### src/rtl/rf_wr_arbiter.sv
// Register-file write-port arbiter: pipeline writeback vs. a small queue of
// long-latency results, with starvation bound and WAW cancellation.
module rf_wr_arbiter #(
    parameter int DEPTH      = 2,
    parameter int STARVE_MAX = 4
) (
    input  logic                   clk,
    input  logic                   reset,
    input  logic                   wb_valid,
    input  logic                   wb_we,
    input  logic [4:0]             wb_dest,
    input  logic [31:0]            wb_data,
    input  logic [31:0]            wb_pc,
    output logic                   wb_stall,
    input  logic                   lu_valid,
    input  logic [4:0]             lu_dest,
    input  logic [31:0]            lu_data,
    input  logic [31:0]            lu_pc,
    output logic                   lu_ready,
    output logic                   rf_we,
    output logic [4:0]             rf_waddr,
    output logic [31:0]            rf_wdata,
    output logic [31:0]            debug_wb_pc,
    output logic [3:0]             debug_wb_rf_we,
    output logic [4:0]             debug_wb_rf_wnum,
    output logic [31:0]            debug_wb_rf_wdata,
    output logic [$clog2(DEPTH):0] q_count
);
    localparam int PW = $clog2(DEPTH);
    localparam int CW = PW + 1;
    localparam int SW = $clog2(STARVE_MAX + 1);
    localparam logic [CW-1:0] FULL_CNT = CW'(DEPTH);
    localparam logic [SW-1:0] SMAX     = SW'(STARVE_MAX);

    typedef struct packed {
        logic        we;
        logic [4:0]  dest;
        logic [31:0] data;
        logic [31:0] pc;
    } q_entry_t;

    q_entry_t      q_mem [DEPTH];
    logic [PW-1:0] head, tail;
    logic [SW-1:0] starve_cnt;
    logic          q_empty, q_full, wb_req, grant_wb, grant_q, push, push_we;

    assign q_empty  = (q_count == '0);
    assign q_full   = (q_count == FULL_CNT);
    assign wb_req   = wb_valid && wb_we && (wb_dest != 5'd0);
    assign lu_ready = !reset && !q_full;
    assign push     = lu_valid && lu_ready;

    // Empty-queue escape keeps a WB request from stalling with nothing to yield to.
    assign grant_wb = !reset && wb_req && ((starve_cnt < SMAX) || q_empty);
    assign grant_q  = !reset && !grant_wb && !q_empty;
    assign wb_stall = !reset && wb_req && grant_q;

    // r0 writes and same-cycle WAW losers enter the queue already cancelled.
    assign push_we  = (lu_dest != 5'd0) && !(grant_wb && (lu_dest == wb_dest));

    always_ff @(posedge clk) begin
        if (!reset) begin
            if (grant_wb) begin
                for (int i = 0; i < DEPTH; i++) begin
                    if (q_mem[i].dest == wb_dest) q_mem[i].we <= 1'b0;
                end
            end
            if (push) q_mem[tail] <= '{we: push_we, dest: lu_dest, data: lu_data, pc: lu_pc};
        end
    end

    always_ff @(posedge clk) begin
        if (reset) begin
            head        <= '0;
            tail        <= '0;
            q_count     <= '0;
            starve_cnt  <= '0;
            rf_we       <= 1'b0;
            rf_waddr    <= '0;
            rf_wdata    <= '0;
            debug_wb_pc <= '0;
        end else begin
            if (push)    tail <= tail + 1'b1;
            if (grant_q) head <= head + 1'b1;
            q_count <= q_count + CW'(push) - CW'(grant_q);

            if (q_empty || grant_q)  starve_cnt <= '0;
            else if (starve_cnt < SMAX) starve_cnt <= starve_cnt + 1'b1;

            rf_we <= 1'b0;
            if (grant_wb) begin
                rf_we       <= 1'b1;
                rf_waddr    <= wb_dest;
                rf_wdata    <= wb_data;
                debug_wb_pc <= wb_pc;
            end else if (grant_q) begin
                rf_we       <= q_mem[head].we;
                rf_waddr    <= q_mem[head].dest;
                rf_wdata    <= q_mem[head].data;
                debug_wb_pc <= q_mem[head].pc;
            end else if (wb_valid) begin
                debug_wb_pc <= wb_pc;
            end
        end
    end

    assign debug_wb_rf_we    = {4{rf_we}};
    assign debug_wb_rf_wnum  = rf_waddr;
    assign debug_wb_rf_wdata = rf_wdata;

endmodule

### config.mk
export PLATFORM = sky130hd
export DESIGN_NAME = rf_wr_arbiter
export DESIGN_NICKNAME = d
export VERILOG_FILES = /design/src/rtl/rf_wr_arbiter.sv
export SDC_FILE = /design/constraint.sdc
export NUM_CORES = 1
export LEC_CHECK = 0
export BUFFER_PORTS_ARGS = -buffer_cell sky130_fd_sc_hd__buf_2
export CAP_MARGIN = 20
export CORE_UTILIZATION = 52
export DETAILED_ROUTE_END_ITERATION = 8
export HOLD_SLACK_MARGIN = 0.02
export PLACE_DENSITY = 0.8
export SLEW_MARGIN = 10
export SYNTH_ARGS = -nofsm -noshare
export SYNTH_HDL_FRONTEND = slang
export SYNTH_SLANG_ARGS = --single-unit
### constraint.sdc
create_clock -name clk -period 3.3 [get_ports clk]
set_input_delay 0.33 -clock clk [delete_from_list [all_inputs] [get_ports clk]]
set_output_delay 0.33 -clock clk [all_outputs]
set_load 0.1 [all_outputs]
==> impl_metrics.csv, run 1 <==
group,metric,value,unit
global_routing,antenna_found_initial,0,
power_and_ir_drop,p_sw,5.27,mW
placed_design,hpwl,12900,um
cts,clk_latency,0.49,ns
synthesis,synth_warnings,0,
placed_design,gp_congestion,0.848,
drt,drtIter0Drc,320,
drt,routedWlPerCell,17.0,um
synthesis,synth_area_leader_cell,"edfxtp_1",
floorplanning,die_w,133,um
critical_path,crit_fanout,37,
synthesis,yosysUniqueCellTypes,41,
synthesis,avgSynthCellArea,12.7,um2
final_layout,final_core_util,67.5,%
power_and_ir_drop,max-vdd-ir-drop,0.000804,V
drt,postRouteAntennaNets,0,
drt,viasPerCell,5.39,
critical_path,cp.arrival,2.33,ns
cts,cts-root-buf,"clkbuf_16",
power_and_ir_drop,p_per_area,971,nW/um2
placed_design,portBuffers,257,
global_routing,grt_usage,22.2,%
power_and_ir_drop,power.share.clock,22.2,%
power_and_ir_drop,leakage,4.52,nW
cts,cts_tree,"done",
global_routing,grt_overflow,0,
global_routing,grt_max_degree,65,
sta,fin_tns_setup,0,ns
power_and_ir_drop,pwr-share-seq,32.8,%
cts,post-cts-setup-buffer-count,0,
final_layout,drive_gt1_share,36.2,%
cts,h-tree-depth,1,
power_and_ir_drop,comb_power_share,45.0,%
sta,hold_viol,0,
global_routing,grt_pass1_wl,31200,um
synthesis,seq_area_frac_synth,64.5,%
final_layout,final_cell_mix,"257 x buf_2, 140 x edfxtp_1, 83 x nand2_1",
final_layout,instances_no_fill,1187,
sta,period_share,80.6,%
cts,clkTransAtPathRegs,0.06,ns
power_and_ir_drop,p_int,5.67,mW
sta,slew_viol_final,0,
placed_design,place_inst,1101,
drt,wl,20200,um
floorplanning,core,16700,um2
synthesis,syn_area,8940,um2
run_status,status,"finished, final reports clean",
sta,fin_skew,0.00736,ns
job,max_cap_viol_count,0,
critical_path,required,2.97,ns
sta,period_needed,2.66,ns
critical_path,cp-end-kind,"primary output",
floorplanning,die_h,133,um
drt,first_pass_iters,5,
floorplanning,row_count,47,
synthesis,synthTopCellsByArea,"edfxtp_1 47%, dfxtp_1 17%, mux2i_1 8.1%",
sta,setup_viol,0,
critical_path,start_kind,"flip-flop",
floorplanning,io_pins,258,
sta,rsz0062_at_grt,"false",
drt,vias,6393,
synthesis,synth-edff-count,140,
synthesis,syn-num-nets,849,
sta,relSlewSlack,39.7,%
sta,max_freq,376,MHz
cts,hold_buffers,46,
floorplanning,start_util,53.5,%
synthesis,ys_ff_latch,218,
final_layout,regArea,5770,um2
cts,clock_path_buffers,3,
sta,tightest_slew,0.904,ns
synthesis,synthCells,703,
final_layout,fill_cells,1210,
synthesis,synth_ff_type,"edfxtp_1",
placed_design,placed_area,10100,um2
synthesis,synth_top_area_share,47.0,%
sta,holdWs,0.0375,ns
final_layout,antenna_cells,0,
final_layout,fin_area,11300,um2
final_layout,mostFrequentLayoutCell,"buf_2",
final_layout,multi_input_area,2600,um2
floorplanning,dieArea,17700,um2
critical_path,crit_type,"flip-flop to primary output",
drt,drc,0,
final_layout,syn2layout_area_growth,26.1,%
global_routing,grt_pass1_vias,6296,
final_layout,nets,1097,
cts,cts-resized-gates,0,
cts,clock-sinks,218,
worst_hold_path,worstHoldPathType,"primary input to flip-flop",
cts,cts_buffers,22,
synthesis,async_flop_share,0,%
power_and_ir_drop,switching_share,48.2,%
## per-layer routing
metal / vias up / routed length [um] / global-route usage [%]
met5: - / 0 / 0
met4: 0 / 397 / 6.50
met3: 40 / 1310 / 3.77
met2: 272 / 10200 / 39.7
met1: 3030 / 8320 / 27.6
li1: 3051 / - / -
## state kept, by name, indices dropped and copies added, names as in the netlist, named ones only
| name | cells |
|---|---|
| debug_wb_pc | 32 |
| debug_wb_rf_wdata | 32 |
| debug_wb_rf_wnum | 5 |
| head | 1 |
| q_count | 2 |
| q_mem | 140 |
| rf_we | 1 |
| starve_cnt | 3 |
| tail | 1 |
## final timing paths
path	startpoint	end	slack, ns	cells past startpoint
setup / recovery	q_count[0]	wb_stall	0.64	4
hold / removal	lu_data[23]	q_mem[1][55]	0.04	1
setup reg to reg	q_count[0]	debug_wb_rf_wdata[31]	1.17	4
hold reg to reg	starve_cnt[0]	starve_cnt[0]	0.43	1
## cell families (layout without fill, tap and decap cells)
kind of cell             Yosys count  count (layout)  synth area share (%)
AO/OA/AOI/OAI                    162             162                  12.2
XOR/XNOR                          17              17                  1.67
adder cells (fa/ha/maj)            3               3                 0.420
buffers and inverters             99             363                  6.69
flip-flops                       218             218                  64.5
multiplexers                      72              72                  8.06
AND/OR/NAND/NOR                  132             132                  6.49
## layout make-up
cell class | count | share of cell area (%)
sequential | 218 | 51.2
multi-input combinational | 386 | 23.1
timing repair buffer | 316 | 16.7
clock buffer | 35 | 5.86
tap | 220 | 2.44
clock inverter | 5 | 0.444
inverter | 7 | 0.300
## Yosys cell counts (all sizes together), types with 2 or more instances
cell,number
edfxtp,140
nand2,84
dfxtp,78
buf,75
mux2i,72
a21oi,45
o21ai,37
a31o,32
o211ai,29
nand3,28
clkbuf,17
xnor2,10
o221ai,8
inv,7
xor2,7
nor2,6
ha,3
nor3,3
a211oi,2
and3,2
nor4,2
o311a,2
o41ai,2
or2,2
or4,2
## power groups by stage
stage | clock network [mW] | logic, mW | registers, mW
global route | 2.57 | 5.10 | 3.62
global placement | 0 | 4.85 | 3.62
detailed placement | 0 | 4.89 | 3.63
floorplan | 0 | 2.49 | 5.47
finish | 2.43 | 4.93 | 3.58
CTS | 2.48 | 4.93 | 3.58
## worst max-delay path, stage by stage (launching register included)
cell	delay, ns
dfxtp_1	0.53
o21ba_4	0.51
nand2_2	0.15
a211oi_2	0.20
buf_2	0.46
## stage by stage
| step | power [mW] | setup slack, ns |
|---|---|---|
| 5_1_grt | 11.3 | 0.540 |
| 3_3_place_gp | 8.47 | 0.811 |
| 3_5_place_dp | 8.52 | 0.683 |
| 2_1_floorplan | 7.96 | 0.0146 |
| 6_report | 10.9 | 0.641 |
| 4_1_cts | 11.0 | 0.609 |
(Power assumes the default switching activity.)
==> run 2: changes to the inputs <==
Settings changed: ABC_AREA set to 1, CORE_UTILIZATION 52 to 47, PLACE_DENSITY 0.8 to 0.76.
Clock period 3.3 ns to 2.17 ns, I/O delays scaled along.
==> run 2 against run 1 <==
  * Via count increased by 20%
  * Core utilization decreased by 3.5 points
  * Routed wire length increased by 20%
  * Cell count increased by 29%
  * First-iteration DRC count increased by 28%
  * Cell area increased by 11%
  * Clock skew about the same
  * Sequential share of layout area decreased by 5.1 points
  * Total power increased by 47%
  * Non-clock buffer count increased by 57
  * Synthesized area increased by 5.6%
  * Setup slack got worse by 0.54 ns
  * Critical endpoint unchanged
  * Largest cell class unchanged
  * Largest power group unchanged
==> impl_metrics.csv, run 2 <==
group,metric,value,unit
cts,cts_tree,"done",
sta,fin_skew,0.00746,ns
sta,setup_viol,0,
critical_path,endpoint,"wb_stall",
power_and_ir_drop,max-vdd-ir-drop,0.000711,V
run_status,status,"finished, final reports clean",
global_routing,antenna_found_initial,4,
critical_path,ff2ff_setup_slack,0.26,ns
placed_design,hpwl,14700,um
synthesis,synth_top_area_share,44.5,%
synthesis,yosysUniqueCellTypes,32,
floorplanning,dieArea,20700,um2
cts,clock-sinks,218,
drt,routedWlPerCell,15.8,um
synthesis,synthTopCellsByArea,"edfxtp_1 45%, dfxtp_1 17%, nand2_1 10%",
drt,drc,0,
critical_path,reg2reg_from,"q_count[1]",
final_layout,final_cell_mix,"256 x buf_2, 252 x nand2_1, 140 x edfxtp_1",
synthesis,syn-num-nets,1096,
placed_design,dpl_worst_slack,0.286,ns
cts,h-tree-depth,1,
floorplanning,start_util,48.2,%
sta,relSlewSlack,62.4,%
critical_path,required,1.95,ns
floorplanning,die_h,144,um
drt,vias,7649,
placed_design,placed_area,10700,um2
final_layout,mostFrequentLayoutCell,"buf_2",
global_routing,grt_overflow,0,
synthesis,synth_warnings,0,
cts,cts-root-buf,"clkbuf_16",
floorplanning,die_w,144,um
drt,wl,24200,um
synthesis,synthCells,950,
cts,clkTransAtPathRegs,0.06,ns
critical_path,crit_type,"flip-flop to primary output",
critical_path,r2r_cells,10,
final_layout,largest_reg_flops,140,
job,max_cap_viol_count,0,
floorplanning,io_pins,258,
synthesis,yosysMostFrequentCell,"nand2_1",
final_layout,fin_area,12500,um2
synthesis,ys_top_cells_by_count,"253 x nand2_1, 140 x edfxtp_1, 78 x dfxtp_1",
final_layout,drive_gt1_share,27.7,%
drt,first_pass_iters,5,
cts,cts_buffers,23,
drt,postRouteAntennaNets,0,
critical_path,cp.arrival,1.85,ns
synthesis,synth_area_leader_cell,"edfxtp_1",
final_layout,syn2layout_area_growth,32.7,%
synthesis,ys_ff_latch,218,
synthesis,syn_area,9440,um2
synthesis,seq_area_frac_synth,61.1,%
final_layout,top_register,"q_mem",
placed_design,portBuffers,257,
power_and_ir_drop,p_per_area,1290,nW/um2
drt,viasPerCell,4.98,
sta,holdWs,0.0308,ns
synthesis,synth-edff-count,140,
drt,drtIter0Drc,408,
final_layout,nets,1395,
critical_path,crit_start,"q_count[1]",
sta,period_share,95.4,%
critical_path,start_kind,"flip-flop",
global_routing,grt_usage,23.0,%
global_routing,grt_pass1_vias,7507,
worst_hold_path,worstHoldPathType,"primary input to flip-flop",
critical_path,crit_fanout,9,
synthesis,avgSynthCellArea,9.94,um2
global_routing,grt_max_degree,83,
placed_design,gp_congestion,0.851,
cts,clk_latency,0.51,ns
critical_path,cp-end-kind,"primary output",
global_routing,grt_pass1_wl,36700,um
sta,hold_viol,0,
sta,slew_viol_final,0,
synthesis,synth_ff_type,"edfxtp_1",
synthesis,async_flop_share,0,%
floorplanning,row_count,51,
sta,tightest_slew,0.564,ns
sta,period_needed,2.07,ns
sta,worst_slack,0.100,ns
sta,fin_tns_setup,0,ns
floorplanning,core,19600,um2
sta,max_freq,483,MHz
power_and_ir_drop,leakage,5.62,nW
critical_path,r2r_end,"debug_wb_rf_wdata[9]",
cts,clock_path_buffers,3,
## run 2: layer usage
metal  vias to the layer above  track usage [%]  wire length (um)
li1                       3724                -                 -
met1                      3559             27.3              9680
met2                       297             40.5             12200
met3                        69             3.70              1410
met4                         0             11.5               945
met5                         -                0                 0
## run 2: repair_timing
action / 4_1_cts / 5_1_grt
hold endpoints to repair: 165 / 0
resized for setup: 2 / 2
setup endpoints to repair: 1 / 1
hold buffers: 96 / 0
buffers inserted: 0 / 0
pin swaps: 0 / 0
## run 2: worst min-delay path by stage
stage | from | endpoint | slack (ns) | cells after the start
floorplan | lu_pc[0] | q_mem[0][0] | 0.32 | 0
global placement | lu_pc[31] | q_mem[1][31] | 0.41 | 1
detailed placement | lu_pc[21] | q_mem[0][21] | 0.41 | 1
CTS | wb_data[11] | debug_wb_rf_wdata[11] | 0.02 | 5
global route | wb_data[11] | debug_wb_rf_wdata[11] | 0.03 | 5
finish | wb_data[11] | debug_wb_rf_wdata[11] | 0.03 | 5
## run 2: through the flow
| step | total power, mW | util, % | std cells |
|---|---|---|---|
| 2_1_floorplan | 10.9 | - | 950 |
| 3_3_place_gp | 11.8 | 54.8 | 1393 |
| 3_5_place_dp | 11.9 | 54.8 | 1393 |
| 4_1_cts | 16.2 | 63.8 | 1531 |
| 5_1_grt | 16.8 | 63.9 | 1535 |
| 6_report | 16.1 | 64.0 | 1536 |
## run 2: worst max-delay path, cell delays in order, from the launching register on
cell and delay [ns]:
dfxtp_4 0.38, inv_2 0.04, nand2_2 0.09, nand2_1 0.10, nand3_4 0.12, nand2_4 0.05
inv_2 0.07, buf_8 0.13, nand3_2 0.09, clkinvlp_4 0.10, buf_12 0.17
## run 2: power by group
part	leakage, nW	switching, mW	total [mW]	internal, mW
clock	0.395	1.58	4.10	2.52
combinational	3.30	5.41	6.79	1.38
sequential	1.93	0.265	5.23	4.97
## run 2: cell type report
cell class	instances	area (um2)
timing repair buffer	373	2510
sequential	218	5780
multi-input combinational	571	2860
inverter	62	246
clock inverter	14	174
fill	1599	7060
antenna	5	12.5
tap	265	332
clock buffer	28	624
## run 2: logic make-up (layout without fill, tap and decap cells)
kind of cell	count (synthesis)	after routing	share of synthesized area, %
adders and majority gates	3	3	0.398
buffers and inverters	161	477	9.20
and+or+nand+nor	404	404	18.6
muxes	24	24	2.55
DFF	218	218	61.1
xor gates and xnor gates	17	17	1.58
other	0	5	0
AOI/OAI and AO/OA	123	123	6.60
